**src/rtl/seq_mult_hs.sv**
```systemverilog
// Sequential shift-add multiplier (signed/unsigned), one multiplier bit per cycle.
// Latency WIDTH cycles, or MSB(|b|)+1 with EARLY_EXIT; result held under out_ready backpressure.
// Backpressure: in_ready only in IDLE; the result is held in DONE until out_ready.
module seq_mult_hs #(
    parameter int WIDTH      = 8,
    parameter bit EARLY_EXIT = 1'b1
) (
    input  logic                 clk,
    input  logic                 rst_n,
    input  logic                 in_valid,
    output logic                 in_ready,
    input  logic                 in_signed,
    input  logic [WIDTH-1:0]     in_a,
    input  logic [WIDTH-1:0]     in_b,
    output logic                 out_valid,
    input  logic                 out_ready,
    output logic [2*WIDTH-1:0]   out_product,
    output logic                 busy
);

    localparam int PW = 2 * WIDTH;
    localparam int CW = (WIDTH > 2) ? $clog2(WIDTH) : 1;

    typedef enum logic [1:0] {
        S_IDLE = 2'd0,
        S_CALC = 2'd1,
        S_DONE = 2'd2
    } state_t;

    state_t            r_state;
    state_t            w_state_nxt;

    logic [PW-1:0]     r_ma;
    logic [WIDTH:0]    r_mb;
    logic [PW-1:0]     r_acc;
    logic              r_neg;
    logic [CW-1:0]     r_cnt;
    logic              r_out_valid;
    logic [PW-1:0]     r_out_product;

    logic [WIDTH:0]    w_a_ext;
    logic [WIDTH:0]    w_b_ext;
    logic [WIDTH:0]    w_a_mag;
    logic [WIDTH:0]    w_b_mag;
    logic [PW-1:0]     w_acc_sum;
    logic [PW-1:0]     w_result;
    logic              w_last;
    logic              w_accept;

    // One extra bit so that |-2^(W-1)| and unsigned operands are both plain magnitudes.
    assign w_a_ext   = {in_signed & in_a[WIDTH-1], in_a};
    assign w_b_ext   = {in_signed & in_b[WIDTH-1], in_b};
    assign w_a_mag   = w_a_ext[WIDTH] ? (~w_a_ext + 1'b1) : w_a_ext;
    assign w_b_mag   = w_b_ext[WIDTH] ? (~w_b_ext + 1'b1) : w_b_ext;

    assign w_acc_sum = r_acc + (r_mb[0] ? r_ma : '0);
    assign w_result  = r_neg ? (~w_acc_sum + 1'b1) : w_acc_sum;
    assign w_last    = (r_cnt == CW'(WIDTH - 1)) ||
                       (EARLY_EXIT && (r_mb[WIDTH:1] == '0));
    assign w_accept  = in_valid && (r_state == S_IDLE);

    always_ff @(posedge clk or negedge rst_n) begin
        if (!rst_n) begin
            r_state <= S_IDLE;
        end else begin
            r_state <= w_state_nxt;
        end
    end

    always_comb begin
        w_state_nxt = r_state;
        in_ready    = 1'b0;
        busy        = 1'b1;
        case (r_state)
            S_IDLE: begin
                in_ready = 1'b1;
                busy     = 1'b0;
                if (in_valid) begin
                    w_state_nxt = S_CALC;
                end
            end
            S_CALC: begin
                if (w_last) begin
                    w_state_nxt = S_DONE;
                end
            end
            S_DONE: begin
                if (out_ready) begin
                    w_state_nxt = S_IDLE;
                end
            end
            default: begin
                w_state_nxt = S_IDLE;
            end
        endcase
    end

    always_ff @(posedge clk or negedge rst_n) begin
        if (!rst_n) begin
            r_ma          <= '0;
            r_mb          <= '0;
            r_acc         <= '0;
            r_neg         <= 1'b0;
            r_cnt         <= '0;
            r_out_valid   <= 1'b0;
            r_out_product <= '0;
        end else begin
            case (r_state)
                S_IDLE: begin
                    if (w_accept) begin
                        r_ma  <= PW'(w_a_mag);
                        r_mb  <= w_b_mag;
                        r_neg <= in_signed & (in_a[WIDTH-1] ^ in_b[WIDTH-1]);
                        r_acc <= '0;
                        r_cnt <= '0;
                    end
                end
                S_CALC: begin
                    r_acc <= w_acc_sum;
                    r_ma  <= r_ma << 1;
                    r_mb  <= r_mb >> 1;
                    r_cnt <= r_cnt + CW'(1);
                    // Sign is applied once, on the completing edge, to the final sum.
                    if (w_last) begin
                        r_out_product <= w_result;
                        r_out_valid   <= 1'b1;
                    end
                end
                S_DONE: begin
                    if (out_ready) begin
                        r_out_valid <= 1'b0;
                    end
                end
                default: begin
                    r_out_valid <= 1'b0;
                end
            endcase
        end
    end

    assign out_valid   = r_out_valid;
    assign out_product = r_out_product;

endmodule

```
**config.mk**
```make
export PLATFORM = sky130hd
export DESIGN_NAME = seq_mult_hs
export DESIGN_NICKNAME = d
export VERILOG_FILES = /design/src/rtl/seq_mult_hs.sv
export SDC_FILE = /design/constraint.sdc
export NUM_CORES = 1
export LEC_CHECK = 0
export BUFFER_PORTS_ARGS = -buffer_cell sky130_fd_sc_hd__buf_2
export CAP_MARGIN = 15
export CORE_MARGIN = 4
export CORE_UTILIZATION = 40
export CTS_BUF_LIST = sky130_fd_sc_hd__clkbuf_8
export DETAILED_ROUTE_END_ITERATION = 6
export MAX_ROUTING_LAYER = met4
export SETUP_SLACK_MARGIN = 0.2
export SLEW_MARGIN = 10
export SYNTH_ARGS = -nofsm -noshare
export SYNTH_HDL_FRONTEND = slang
export SYNTH_SLANG_ARGS = --single-unit
```
**constraint.sdc**
```tcl
create_clock -name clk -period 3.1 [get_ports clk]
set_clock_uncertainty 0.15 [all_clocks]
set_input_delay 0.62 -clock clk [delete_from_list [all_inputs] [get_ports clk]]
set_output_delay 0.62 -clock clk [all_outputs]
set_load 0.005 [all_outputs]
```
==> out/summary.txt, run 1 <==
Synth area leaders = dfrtp_1, nand2_1, o21ai_0
PD cells = 1118 nW/um^2
Longest Clk Path Bufs = 2
Num rows = 36
Num CTS Buffers = 9
RSZ-0062 raised after global routing = true
Clock Power Share = 0.128
Die H = 110.0 um
Post-route cell area = 5244 sq um
VDD IR max = 397.9 uV
Placed Cells = 667
Vias/cell = 5.309
Multi-input gate area = 2629 sq um
Sw Ratio = 0.4368
Setup crit start kind = flop
Fmax = 302.8 MHz
Seq pwr share = 0.251
Largest net degree at the start of global routing = 65
Worst EP required = 3.22 ns
Final hold vios = 0
Routed Antenna Nets = 0
Most frequent cell after synthesis = nand2_1
Placed cell area = 4753 sq um
Cell Area, Synth = 4158 sq um
Synth top area share = 0.3852
Power Total = 5862 uW
Buffers on Ports = 39
Vias = 3,674
Syn nets = 520
YS warnings = 0
Final worst slack = -0.2029 ns
Final Cycle Share = 1.065
ANT cells = 0
EDFF count, synth = 0
Sequential Area = 1602 sq um
H-tree depth = 3
Asr flop ratio synth = 1.000
Post-DP HPWL = 7384 um
Worst slew margin = 0.4404
Internal Power = 3302 uW
Combinational power share = 0.621
Violated checks = negative setup slack
Total GRT Usage = 0.1836
Clock tree from TritonCTS = yes
Synth Flop Type = dfrtp_1
RePlAce Congestion = 0.8665
Worst slew pin tran = 0.8374 ns
Core area = 9955 sq um
Initial antenna violation count = 0
Die footprint = 12,090 sq um
Vias in the first global route = 3,669
Seq/Total Area, Yosys = 0.3852
Slew Viols, Final = 0
First-pass GRT wire length = 17,090 um
CTS Root Cell = clkbuf_8
Final WL = 10,020 um
Wirelength per Cell = 14.48 um
Grt total ovfl = 0
Max-Cap Viols = 0
Switch Pwr = 2560 uW
Initial drt markers = 97
Dominant cell type by area after synthesis = dfrtp_1
Crit end category = flop
Syn Inst Count = 478
Status = complete, but fails checks
Worst Path Max Fanout = 5
Post-synthesis register bit count = 64
I/O Pins = 40
Fillers = 964
Synth-to-Final Area Change = 26.12%
Layout Cells excl Fill = 692
Top post-synthesis cells by count = nand2_1, dfrtp_1, o21ai_0, xnor2_1, nor2_1
Final worst path period need = 3.303 ns
Critical Path AT = 3.42 ns
Static leakage = 0.002408 uW
Kind of critical path = flop to flop
Initial core utilization = 0.4177
Avg Inst Size Synth = 8.698 sq um
Num Clock Sinks = 64
Yosys cell types = 54
Worst Hold Class = primary input to asynchronous set/reset pin
DRC = 0
Layout cell share with drive strength beyond 1 = 0.2594
Detailed Routing Iterations Pass 1 = 4
Final setup viols = 7
Die Wd = 110.0 um
# nets final = 596
CTS clk-pin slew, worst paths = 0.08 ns
Clock Latency Late Sink = 0.35 ns
-- path summary, 6_finish.rpt --
check                               start              end  slack [ns]  cells past startpoint
min reg2reg                out_product[5]   out_product[5]        0.32                      2
min in group clk           out_product[5]   out_product[5]        0.32                      2
max reg2reg                       r_mb[0]  out_product[14]       -0.20                     13
max                               r_mb[0]  out_product[14]       -0.20                     13
min                                 rst_n         r_acc[1]        0.27                      2
max in group asynchronous           rst_n          r_mb[6]        1.97                      2
-- worst max-delay path, cell delays in order (launching register included) --
cell	delay [ns]
dfrtp_1	0.39
buf_6	0.13
and2_4	0.14
ha_4	0.15
fa_2	0.37
a211o_1	0.36
a21oi_2	0.11
o211ai_1	0.14
nand2_1	0.11
or4b_4	0.49
nor3b_2	0.24
a31oi_1	0.13
xor2_1	0.17
o21ai_1	0.15
-- state kept, by name, summed over array words and instances, names as in the netlist --
| name | flops |
|---|---|
| r_mb | 9 |
| r_neg | 1 |
| r_state | 2 |
| out_product | 16 |
| r_cnt | 3 |
| r_acc | 16 |
| out_valid | 1 |
| r_ma | 16 |
-- logic make-up after synthesis --
| kind of cell | count (synthesis) | synth area share |
|---|---|---|
| XOR/XNOR | 35 | 0.07373 |
| AND/OR/NAND/NOR | 170 | 0.2019 |
| adder cells (fa/ha/maj) | 21 | 0.06500 |
| flip-flops | 64 | 0.3852 |
| buffers and inverters | 37 | 0.03611 |
| multiplexers | 5 | 0.01234 |
| AO/OA/AOI/OAI | 146 | 0.2257 |
-- power groups by stage --
stage	clock network (uW)	registers [uW]	logic [uW]
6_report	748	1470	3640
5_1_grt	801	1530	4060
4_1_cts	767	1470	3530
3_5_place_dp	0	1470	3260
3_3_place_gp	0	1450	3180
2_1_floorplan	0	1400	2210
-- metrics by stage --
stage	utilization	setup WS, ns	hold WS (ns)	TNS, ns
finish	0.5268	-0.2029	0.2679	-0.7293
global route	0.5268	-0.4019	0.3471	-2.089
CTS	0.5156	-0.1587	0.3245	-0.5296
detailed placement	0.4775	-0.1828	0.3151	-0.6042
global placement	0.4775	-0.06744	0.3069	-0.1286
floorplan	-	-0.03445	0.1744	-0.05981
-- routing by layer --
layer	up-vias	track usage	share of wire
li1	1854	-	-
met1	1743	0.2430	0.50
met2	66	0.2929	0.46
met3	11	0.02466	0.033
met4	0	0.05610	0.012
met5	-	-	0
-- cell usage in the layout, fill, tap and decap left out, drive strengths merged, types with 4 or more instances in the layout --
master,netlist,final
mux2i,4,4
nor2,21,21
o21ai,63,63
ha,20,20
buf,4,88
clkbuf,20,10
a21o,7,7
nand2,75,75
nor3b,4,4
o211ai,4,4
nor3,7,7
nand3,17,17
a31oi,7,7
nand2b,7,7
a22oi,13,13
o21a,4,4
dfrtp,64,64
a21oi,18,18
o31ai,4,4
xor2,11,11
inv,12,13
xnor2,24,24
a211oi,7,7
and2,21,21
and3,4,4
-- timing repair --
| item | in CTS | in global routing |
|---|---|---|
| pin swaps | 10 | 13 |
| endpoints found under the hold margin | 0 | 0 |
| resized for setup | 24 | 17 |
| buffers inserted | 6 | 3 |
| cloned | 0 | 0 |
| setup endpoints to repair | 9 | 15 |
| hold buffers | 0 | 0 |
-- cell type report --
cell class	instances	share of cell area
multi-input combinational	377	0.5013
sequential	64	0.3054
clock inverter	6	0.01288
inverter	13	0.009306
timing repair buffer	89	0.1131
clock buffer	10	0.02625
tap	133	0.03173
Power figures use the tool's default switching activity.
==> run 2: changes to the inputs <==
==> constraint.sdc (replaced) <==
create_clock -name clk -period 3.9 [get_ports clk]
set_clock_uncertainty 0.15 [all_clocks]
set_input_delay 0.78 -clock clk [delete_from_list [all_inputs] [get_ports clk]]
set_output_delay 0.78 -clock clk [all_outputs]
set_load 0.005 [all_outputs]
==> out/summary.txt, run 2 (synthesis gave the netlist of run 1 again) <==
Post-route cell area = 4790 sq um
FF-to-FF Start = r_mb[0]
Buffers on Ports = 39
Core area = 9955 sq um
# nets final = 554
Vias in the first global route = 3,422
PD cells = 889.3 nW/um^2
Grt total ovfl = 0
Layout cell share with drive strength beyond 1 = 0.1489
Commonest non-fill, non-tap cell in the layout = nand2_1
Crit-path cells = and2_1 > ha_1 > fa_1 > a211oi_2 > o211ai_1 > a21o_1 > a311oi_2 > o2111ai_2 > nor4b_2 > nor2_1 > mux2i_1 > o22ai_1
CTS Root Cell = clkbuf_8
Largest net degree at the start of global routing = 41
Routed Antenna Nets = 0
First-pass GRT wire length = 15,940 um
Worst slew pin tran = 0.8980 ns
Clock tree from TritonCTS = yes
Worst Path Max Fanout = 8
Worst EP required = 3.94 ns
CTS clk-pin slew, worst paths = 0.08 ns
DRC = 0
Buf/Inv on CP = 0
H-tree depth = 3
Kind of critical path = flop to flop
RSZ-0062 raised after global routing = false
Final worst path period need = 3.457 ns
CP delay by family, top = compound AO/OA/AOI/OAI gates
R2r setup slk = 0.44 ns
Placed cell area = 4481 sq um
RePlAce Congestion = 0.8788
Num Clock Sinks = 64
CP peak stage delay = 0.48 ns
Die footprint = 12,090 sq um
Worst slew margin = 0.3999
Vias = 3,501
Clock Latency Late Sink = 0.33 ns
CP max-delay cell = fa_1
Status = complete, no violations
Synth-to-Final Area Change = 15.20%
Power Total = 4259 uW
Worst Hold Class = primary input to asynchronous set/reset pin
Num CTS Buffers = 9
Slew Viols, Final = 0
Fmax = 289.3 MHz
R2r worst-path depth = 12
Vias/cell = 5.386
Final setup viols = 0
Total GRT Usage = 0.1696
Initial core utilization = 0.4177
Initial antenna violation count = 0
ANT cells = 0
Initial drt markers = 140
R2R Path End = out_product[15]
Levels on crit path = 12
Longest Clk Path Bufs = 2
Max-Cap Viols = 0
Die Wd = 110.0 um
Most frequent cells in the layout = nand2_1, dfrtp_1, o21ai_0
Final hold vios = 0
Final Cycle Share = 0.8865
Post-DP HPWL = 6905 um
Setup crit start kind = flop
I/O Pins = 40
Static leakage = 0.002205 uW
Detailed Routing Iterations Pass 1 = 5
Hold-fix buffer count after cts = 0
VDD IR max = 383.2 uV
Final WL = 9268 um
Fillers = 987
Hold WS = 0.2710 ns
Num rows = 36
Wirelength per Cell = 14.26 um
Setup TNS = 0 ns
Crit end category = flop
Critical Path AT = 3.50 ns
Die H = 110.0 um
==> run 2: cell count changes in the layout (fill, tap and decap cells not counted), sizes merged <==
cell and delta:
inv -1, buf -41, clkbuf -1, bufinv +4, clkdlybuf4s15 -1, clkinvlp -2
==> run 2: stage by stage <==
| stage | worst slack, ns | utilization | instances |
|---|---|---|---|
| 2_1_floorplan | 0.4859 | - | 478 |
| 3_3_place_gp | 0.4022 | 0.4501 | 634 |
| 3_5_place_dp | 0.2865 | 0.4501 | 634 |
| 4_1_cts | 0.2990 | 0.4794 | 650 |
| 5_1_grt | 0.1963 | 0.4811 | 650 |
| 6_report | 0.4428 | 0.4811 | 650 |
==> run 2: what timing repair did <==
| action | CTS | global route |
|---|---|---|
| gates resized for setup | 0 | 5 |
| buffers inserted | 0 | 0 |
| endpoints found under the setup margin | 0 | 3 |
| hold endpoints to repair | 0 | 0 |
==> run 2: how the worst max path moves through the flow <==
stage	from	to
5_1_grt	r_mb[0]	out_product[15]
3_5_place_dp	r_mb[0]	out_product[15]
2_1_floorplan	r_mb[0]	out_product[15]
3_3_place_gp	r_mb[0]	out_product[15]
6_report	r_mb[0]	out_product[15]
4_1_cts	r_mb[0]	out_product[15]
==> run 2: per-layer routing <==
layer | part of all wire | up-vias | global-route usage
li1 | - | 1771 | -
met1 | 0.49 | 1641 | 0.2268
met2 | 0.45 | 85 | 0.2708
met3 | 0.056 | 4 | 0.02290
met4 | 0.0046 | 0 | 0.04541
met5 | 0 | - | -
==> run 2: layout make-up <==
cell class | instances | area [sq um] | share of cell area
Inverter | 13 | 48.80 | 0.01019
Clock inverter | 7 | 167.7 | 0.03501
Clock buffer | 9 | 123.9 | 0.02586
Sequential cell | 64 | 1602 | 0.3344
Tap cell | 133 | 166.4 | 0.03474
Multi-Input combinational cell | 377 | 2426 | 0.5065
Timing Repair Buffer | 47 | 255.2 | 0.05329
==> run 2: power breakdown <==
| part | switching [uW] | leakage (uW) | internal (uW) |
|---|---|---|---|
| Sequential | 200 | 0.000818 | 958 |
| Combinational | 1340 | 0.00124 | 934 |
| Clock | 268 | 0.000144 | 556 |
==> run 3: changes to the inputs <==
--- a/config.mk
+++ b/config.mk
@@ -8,10 +8,11 @@
 export BUFFER_PORTS_ARGS = -buffer_cell sky130_fd_sc_hd__buf_2
 export CAP_MARGIN = 15
 export CORE_MARGIN = 4
-export CORE_UTILIZATION = 40
+export CORE_UTILIZATION = 54
 export CTS_BUF_LIST = sky130_fd_sc_hd__clkbuf_8
 export DETAILED_ROUTE_END_ITERATION = 6
 export MAX_ROUTING_LAYER = met4
+export PLACE_DENSITY = 0.74
 export SETUP_SLACK_MARGIN = 0.2
 export SLEW_MARGIN = 10
 export SYNTH_ARGS = -nofsm -noshare
==> out/summary.txt, run 3 (synthesis gave the netlist of run 1 again) <==
RSZ-0062 raised after global routing = false
Commonest non-fill, non-tap cell in the layout = nand2_1
Buf/Inv on CP = 1
Die footprint = 9167 sq um
Worst Path Max Fanout = 9
Clock tree from TritonCTS = yes
Combinational power share = 0.554
Final core utilization = 0.6424
Grt total ovfl = 0
R2R Path End = out_product[15]
Most frequent CP cell = a211oi_1
Setup TNS = 0 ns
Multi-input gate area = 2467 sq um
Detailed Routing Iterations Pass 1 = 4
Worst slew margin = 0.4034
CP max-delay cell = dfrtp_1
Initial core utilization = 0.5642
Sw Ratio = 0.4431
VDD IR max = 446.7 uV
DRC = 0
Vias/cell = 5.736
Vias = 3,522
Worst EP required = 3.95 ns
Critical Path AT = 3.54 ns
Routed Antenna Nets = 0
Max-Cap Viols = 0
Worst Hold Class = primary input to asynchronous set/reset pin
Crit end category = flop
CTS Root Cell = clkbuf_8
Num Clock Sinks = 64
Kind of critical path = flop to flop
CTS clk-pin slew, worst paths = 0.08 ns
Internal Power = 2346 uW
Clock Latency Late Sink = 0.35 ns
Total GRT Usage = 0.2248
Sequential Area = 1602 sq um
# nets final = 552
Seq pwr share = 0.275
Slew Viols, Final = 0
PD cells = 889.8 nW/um^2
Worst slew pin tran = 0.8928 ns
# Post-CTS Setup Buffers = 0
Num CTS Buffers = 9
Final setup viols = 0
Vias in the first global route = 3,344
Initial antenna violation count = 0
FF-to-FF Start = r_mb[0]
Final hold vios = 0
H-tree depth = 3
Fillers = 633
R2r worst-path depth = 12
Crit-path cells = and2_1 > ha_1 > and2_4 > a311oi_4 > a21oi_1 > o21a_1 > o211a_1 > a211oi_1 > buf_4 > a211oi_1 > a211oi_1 > o22ai_1
Power Total = 4213 uW
Final WL = 9342 um
Static leakage = 0.002189 uW
Core area = 7370 sq um
Num rows = 31
Initial drt markers = 184
Synth-to-Final Area Change = 13.87%
Clock Power Share = 0.171
CP peak stage delay = 0.43 ns
Switch Pwr = 1867 uW
R2r setup slk = 0.41 ns
RePlAce Congestion = 0.9649
Hold WS = 0.2570 ns
Wirelength per Cell = 15.21 um
Setup crit start kind = flop
Die Wd = 95.75 um
Hold-fix buffer count after cts = 0
ANT cells = 0
Die H = 95.75 um
CP delay by family, top = compound AO/OA/AOI/OAI gates
Buffers on Ports = 39
Fmax = 286.7 MHz
I/O Pins = 40
Final worst path period need = 3.488 ns
Most frequent cells in the layout = nand2_1, dfrtp_1, o21ai_0
Final Cycle Share = 0.8943
Layout cell share with drive strength beyond 1 = 0.1495
Largest net degree at the start of global routing = 42
Post-DP HPWL = 6798 um
First-pass GRT wire length = 15,460 um
Longest Clk Path Bufs = 2
Status = complete, no violations
-- run 3: changes by cell type in the layout (fill, tap and decap cells not counted), sizes merged --
cell,previous run,this run
clkinv,3,2
buf,47,45
clkbuf,9,10
inv,12,13
bufinv,5,3
clkinvlp,0,1
-- run 3: power groups by stage --
stage	registers (uW)	logic [uW]	clock network, uW
global route	1190	2610	767
detailed placement	1170	2230	0
finish	1160	2330	719
CTS	1160	2240	733
floorplan	1120	1730	0
global placement	1150	2160	0
-- run 3: worst register-to-register path, stage by stage, from the launching register on --
cell and delay [ns]:
dfrtp_1 0.43, and2_1 0.17, ha_1 0.41, and2_4 0.23
a311oi_4 0.39, a21oi_1 0.17, o21a_1 0.22, o211a_1 0.23
a211oi_1 0.34, buf_4 0.21, a211oi_1 0.05, a211oi_1 0.24
o22ai_1 0.11
-- run 3: worst max path at each step --
stage,startpoint,end,depth (start not counted),slack [ns]
after floorplan,r_mb[0],out_product[15],13,0.49
after global placement,r_mb[0],out_product[15],12,0.42
after detailed placement,r_mb[0],out_product[15],12,0.28
after CTS,r_mb[0],out_product[15],12,0.24
after global routing,r_mb[0],out_product[15],12,0.20
final,r_mb[0],out_product[15],12,0.41
-- run 3: cell type report --
| class | count | share of cell area |
|---|---|---|
| Timing Repair Buffer | 45 | 0.05074 |
| Inverter | 13 | 0.01031 |
| Sequential cell | 64 | 0.3383 |
| Multi-Input combinational cell | 377 | 0.5211 |
| Clock buffer | 10 | 0.02907 |
| Clock inverter | 6 | 0.02431 |
| Tap cell | 99 | 0.02616 |
-- run 3: timing repair --
action / 4_1_cts / 5_1_grt
resized for setup: 0 / 9
endpoints found under the setup margin: 0 / 4
hold endpoints to repair: 0 / 0
-- run 3: layer usage --
layer	vias up	routed length, um	track usage
met3	21	535	0.04222
met2	103	4258	0.3509
met5	-	0	-
li1	1767	-	-
met4	0	242	0.09005
met1	1631	4306	0.2895
-- run 3: stage by stage --
step | std cells | cell area, sq um | setup slack (ns)
6_report | 614 | 4735 | 0.4124
3_3_place_gp | 598 | 4423 | 0.4175
2_1_floorplan | 478 | 4158 | 0.4859
3_5_place_dp | 598 | 4423 | 0.2820
4_1_cts | 614 | 4676 | 0.2355
5_1_grt | 614 | 4735 | 0.2032
